File: config.mk
export PLATFORM = sky130hd
export DESIGN_NAME = ws2812_tx
export DESIGN_NICKNAME = d
export VERILOG_FILES = /design/src/rtl/ws2812_tx.sv
export SDC_FILE = /design/constraint.sdc
export NUM_CORES = 1
export LEC_CHECK = 0
export CORE_UTILIZATION = 46
export DETAILED_ROUTE_END_ITERATION = 16
export PLACE_DENSITY = 0.67
export RECOVER_POWER = 50
export SLEW_MARGIN = 5
export SYNTH_ARGS = -nofsm -noshare
export SYNTH_HDL_FRONTEND = slang
export SYNTH_SLANG_ARGS = --single-unit
export TNS_END_PERCENT = 20
File: constraint.sdc
create_clock -name clk -period 6.75 [get_ports clk]
set_clock_uncertainty 0.1 [all_clocks]
set_input_delay 1.35 -clock clk [delete_from_list [all_inputs] [get_ports clk]]
set_output_delay 1.35 -clock clk [all_outputs]
set_load 0.02 [all_outputs]
File: src/rtl/ws2812_tx.sv
// WS2812/WS2812B serial line encoder: GRB pixels in over valid/ready, NRZ pulse code out.
// Define WS_UNDERRUN_EN to time out a starved mid-frame gap and pulse underrun.
module ws2812_tx #(
  parameter int T0H_CYC  = 18,
  parameter int T1H_CYC  = 37,
  parameter int TBIT_CYC = 66,
  parameter int TRST_CYC = 15750
) (
  input  logic        clk,
  input  logic        rst_n,
  input  logic [23:0] pix_data,
  input  logic        pix_last,
  input  logic        pix_valid,
  output logic        pix_ready,
  output logic        dout,
  output logic        busy,
  output logic        frame_done,
  output logic        underrun
);

  localparam int CW = $clog2(TBIT_CYC);
  localparam int RW = $clog2(TRST_CYC);

  localparam logic [CW-1:0] T0H_C     = CW'(T0H_CYC);
  localparam logic [CW-1:0] T1H_C     = CW'(T1H_CYC);
  localparam logic [CW-1:0] TBIT_LAST = CW'(TBIT_CYC - 1);
  localparam logic [RW-1:0] TRST_LAST = RW'(TRST_CYC - 1);

  localparam logic [1:0] ST_IDLE  = 2'd0;
  localparam logic [1:0] ST_SHIFT = 2'd1;
  localparam logic [1:0] ST_GAP   = 2'd2;
  localparam logic [1:0] ST_LATCH = 2'd3;

  logic [1:0]    state_q, state_d;
  logic [23:0]   data_q, data_d;
  logic          last_q, last_d;
  logic [4:0]    bit_idx_q, bit_idx_d;
  logic [CW-1:0] cyc_q, cyc_d;
  logic [RW-1:0] cnt_q, cnt_d;
  logic          dout_q, dout_d;
  logic          load;
  logic          bit_end;

  assign bit_end = (cyc_q == TBIT_LAST);

  always_comb begin
    state_d    = state_q;
    data_d     = data_q;
    last_d     = last_q;
    bit_idx_d  = bit_idx_q;
    cyc_d      = cyc_q;
    cnt_d      = cnt_q;
    pix_ready  = 1'b0;
    frame_done = 1'b0;
    underrun   = 1'b0;
    load       = 1'b0;

    case (state_q)
      ST_IDLE: begin
        pix_ready = 1'b1;
        load      = pix_valid;
      end
      ST_SHIFT: begin
        if (bit_end) begin
          if (bit_idx_q != 5'd0) begin
            bit_idx_d = bit_idx_q - 5'd1;
            cyc_d     = '0;
          end else if (last_q) begin
            state_d = ST_LATCH;
            cnt_d   = '0;
          end else begin
            // Pixel boundary: the only SHIFT cycle that can take the next pixel
            pix_ready = 1'b1;
            if (pix_valid) begin
              load = 1'b1;
            end else begin
              state_d = ST_GAP;
              cnt_d   = '0;
            end
          end
        end else begin
          cyc_d = cyc_q + 1'b1;
        end
      end
      ST_GAP: begin
        pix_ready = 1'b1;
        if (pix_valid) begin
          load = 1'b1;
`ifdef WS_UNDERRUN_EN
        end else if (cnt_q == TRST_LAST) begin
          // Line has been low long enough that the chain already latched a partial frame
          underrun = 1'b1;
          state_d  = ST_IDLE;
        end else begin
          cnt_d = cnt_q + 1'b1;
`endif
        end
      end
      ST_LATCH: begin
        if (cnt_q == TRST_LAST) begin
          frame_done = 1'b1;
          state_d    = ST_IDLE;
        end else begin
          cnt_d = cnt_q + 1'b1;
        end
      end
      default: state_d = ST_IDLE;
    endcase

    if (load) begin
      state_d   = ST_SHIFT;
      data_d    = pix_data;
      last_d    = pix_last;
      bit_idx_d = 5'd23;
      cyc_d     = '0;
    end

    if (!rst_n) begin
      pix_ready  = 1'b0;
      frame_done = 1'b0;
      underrun   = 1'b0;
    end
  end

  // Line level is computed from next state so dout is a clean flop output aligned with state_q
  assign dout_d = (state_d == ST_SHIFT) &&
                  (cyc_d < (data_d[bit_idx_d] ? T1H_C : T0H_C));

  always_ff @(posedge clk) begin
    if (!rst_n) begin
      state_q   <= ST_IDLE;
      data_q    <= '0;
      last_q    <= 1'b0;
      bit_idx_q <= '0;
      cyc_q     <= '0;
      cnt_q     <= '0;
      dout_q    <= 1'b0;
    end else begin
      state_q   <= state_d;
      data_q    <= data_d;
      last_q    <= last_d;
      bit_idx_q <= bit_idx_d;
      cyc_q     <= cyc_d;
      cnt_q     <= cnt_d;
      dout_q    <= dout_d;
    end
  end

  assign dout = dout_q;
  assign busy = (state_q != ST_IDLE);

endmodule

==> results by group <==
Outcome
  – Outcome: finished clean

Logic synthesis
  – Synth Flop Type: dfxtp_1
  – Async set-or-reset flop fraction in the synthesized netlist: 0%
  – Syn Area/Cell: 8.148 µm²
  – YS warnings: 0
  – Cell variety after synth: 72
  – Mapped Cells: 367
  – Post-synthesis register bit count: 54
  – Mapped Nets: 403
  – Post-synthesis sequential area ratio: 36.15%
  – Number of synthesized flops with an enable pin: 0
  – Mapped cell area: 0.002990 mm²

STA
  – Final period util: 80.11%
  – Max frequency: 0.1849 GHz
  – Final min period: 5408 ps
  – Slew Viols, Final: 0
  – Final WS setup: 1342 ps
  – Final setup violation count: 0
  – RSZ-0062 raised after global routing: false
  – Worst Tran Pin Value: 1347 ps
  – Final TNS setup: 0 ps
  – Final hold violations: 0
  – Slew headroom: 9.874%

Clock network
  – Clock slew at reported path FFs: 110 ps
  – Hold buffers post-CTS: 0
  – # resized after CTS: 0
  – Post-CTS Setup Repair Bufs: 0
  – Sink Count: 54
  – CTS root buffer: clkbuf_8
  – Max Buffers Root-to-Sink: 2
  – Clock latency on the worst-skew pair: 310 ps
  – CTS tree: done
  – Inserted Clock Buffers: 5
  – H-Tree Depth: 2

Detailed routing
  – Final WL: 7082 µm
  – Vias post-DR: 2605
  – Remaining DRCs: 0
  – Initial DRT Pass Iterations: 5
  – Vias per inst: 5.602
  – Post-DRT Antenna Nets: 0
  – Iteration-0 DRC Markers: 129
  – WL/cell: 15.23 µm

Pwr
  – Gate power share: 16.0%
  – Clock Power Share: 33.7%
  – Sequential Power Share: 50.2%
  – Internal power: 0.0004920 W
  – Sw frac: 27.56%
  – Net Sw Power: 0.0001872 W
  – Static leakage: 1.254 nW
  – Peak supply drop: 0.1111 mV
  – PD cells: 200.2 mW/mm²

Worst setup path
  – Worst setup path class: primary input to flip-flop
  – Data arrival, critical path: 5550 ps
  – CP Capture Type: flip-flop
  – Required @ worst endpoint: 6900 ps
  – CP max FO: 21
  – CP startpoint kind: primary input

Placed design
  – DP Worst Slack: 1632 ps
  – Routability cong.: 0.9048
  – PortBufs: 31
  – DP Wirelength: 5287 µm

Layout
  – Most frequent cells in the layout: 67 x nand2_1, 54 x dfxtp_1, 39 x nor2_1, 28 x a21oi_1, 27 x clkdlybuf4s50_1
  – Layout cells sized above 1: 5.928%
  – Area grow syn2layout: 13.43%
  – Commonest non-fill, non-tap cell in the layout: nand2_1
  – # diodes: 0
  – Filler cell count: 636
  – Fin nets: 423

Floorplanning
  – Core Box Area: 0.006314 mm²
  – Die Wd: 82.63 µm
  – Area of the die: 0.006827 mm²
  – Row cnt: 29
  – I/O pin count: 33
  – Die Ht: 82.63 µm
  – Initial Utilization: 47.36%

GRT
  – Total grt overflow: 0
  – GRT Total Usage: 22.70%
  – First-pass GRT wire length: 11740 µm
  – Pin count of the biggest net entering global routing: 33
  – Antenna violations before repair: 0
  – Vias in the first global route: 2423

Worst hold path
  – Min-Delay Path Class: flip-flop to flip-flop

Flow run
  – Max-cap viol count: 0
[flip-flops by register name, indices dropped and copies added (netlist names)]
name	count
cyc_q	7
dout	1
last_q	1
state_q	2
cnt_q	14
bit_idx_q	5
data_q	24
[stage by stage]
| stage | power [W] | hold slack (ps) | std cells | util (%) | instance area [µm²] |
|---|---|---|---|---|---|
| after floorplan | 0.0004228 | 329.4 | 367 | - | 2990 |
| after global placement | 0.0004578 | 340.7 | 457 | 52.38 | 3307 |
| after detailed placement | 0.0004587 | 347.1 | 457 | 52.38 | 3307 |
| after CTS | 0.0006894 | 361.1 | 465 | 54.24 | 3425 |
| after global routing | 0.0007129 | 379.6 | 465 | 53.73 | 3392 |
| final | 0.0006791 | 359.3 | 465 | 53.73 | 3392 |
[layout make-up]
type / count / area, µm² / area share (%)
well taps: 77 / 96.34 / 2.840
flip-flops and latches: 54 / 1081 / 31.87
multi-input cells: 282 / 1730 / 51.01
repair buffers: 34 / 329.1 / 9.701
inverters: 10 / 37.54 / 1.107
clock inverters: 3 / 48.80 / 1.439
clock buffers: 5 / 68.82 / 2.029
[worst max-delay path, stage by stage]
cell,delay (ps)
dlygate4sd3_1,610
nand2b_1,230
nor4_1,110
nor2_1,1020
buf_4,360
nand2_1,120
a311o_1,300
a31oi_1,190
a31o_1,140
nand2_1,90
ha_1,310
a221oi_1,350
nand3b_1,160
nand2_1,60
a31oi_1,140
[per-layer routing]
layer / vias up / part of all wire (%) / global-route usage (%)
met3: 18 / 3.9 / 4.066
li1: 1322 / - / -
met4: 0 / 2.7 / 10.00
met1: 1201 / 47 / 29.82
met5: - / 0 / 0
met2: 64 / 47 / 36.28
[power by group through the flow]
stage / sequential (W) / clock (W) / combinational [W]
after global placement: 0.000348 / 0 / 0.000110
final: 0.000341 / 0.000229 / 0.000109
after global routing: 0.000342 / 0.000249 / 0.000122
after CTS: 0.000341 / 0.000237 / 0.000112
after detailed placement: 0.000348 / 0 / 0.000110
after floorplan: 0.000344 / 0 / 0.0000789
[worst paths after layout]
| check | from | endpoint | slack (ps) | cells after the start |
|---|---|---|---|---|
| hold / removal | data_q[18] | data_q[18] | 360 | 2 |
| setup reg to reg | bit_idx_q[0] | dout | 1850 | 16 |
| hold reg to reg | data_q[18] | data_q[18] | 360 | 2 |
| setup / recovery | pix_valid | dout | 1340 | 15 |
[cells in the mapped netlist (3+ instances only)]
library cell / count / area (µm²)
buf_6: 3 / 33.78
o21ai_0: 9 / 45.04
o221ai_1: 3 / 26.28
a31oi_1: 4 / 25.02
dfxtp_1: 54 / 1081
nand3_1: 9 / 45.04
inv_1: 9 / 33.78
a21oi_1: 28 / 140.1
mux2_2: 3 / 33.78
and3_1: 5 / 31.28
and2_1: 8 / 50.05
nand4_1: 9 / 56.30
xnor2_1: 6 / 52.55
nand2_1: 67 / 251.5
nor2b_1: 3 / 18.77
ha_1: 8 / 100.1
nor2_1: 38 / 142.6
xor2_1: 10 / 87.58
nor3_1: 10 / 50.05
mux2i_1: 8 / 80.08
clkbuf_1: 12 / 45.04
[cells by family (layout without fill, tap and decap cells)]
| family | after synthesis | after routing | synth area share [%] |
|---|---|---|---|
| AND/OR/NAND/NOR | 172 | 172 | 29.58 |
| buffers and inverters | 31 | 52 | 5.020 |
| flip-flops | 54 | 54 | 36.15 |
| other | 1 | 1 | 0.1254 |
| XOR/XNOR | 16 | 16 | 4.686 |
| AO/OA/AOI/OAI | 73 | 73 | 16.78 |
| multiplexers | 12 | 12 | 4.310 |
| adder cells (fa/ha/maj) | 8 | 8 | 3.347 |
(Power assumes the default switching activity.)
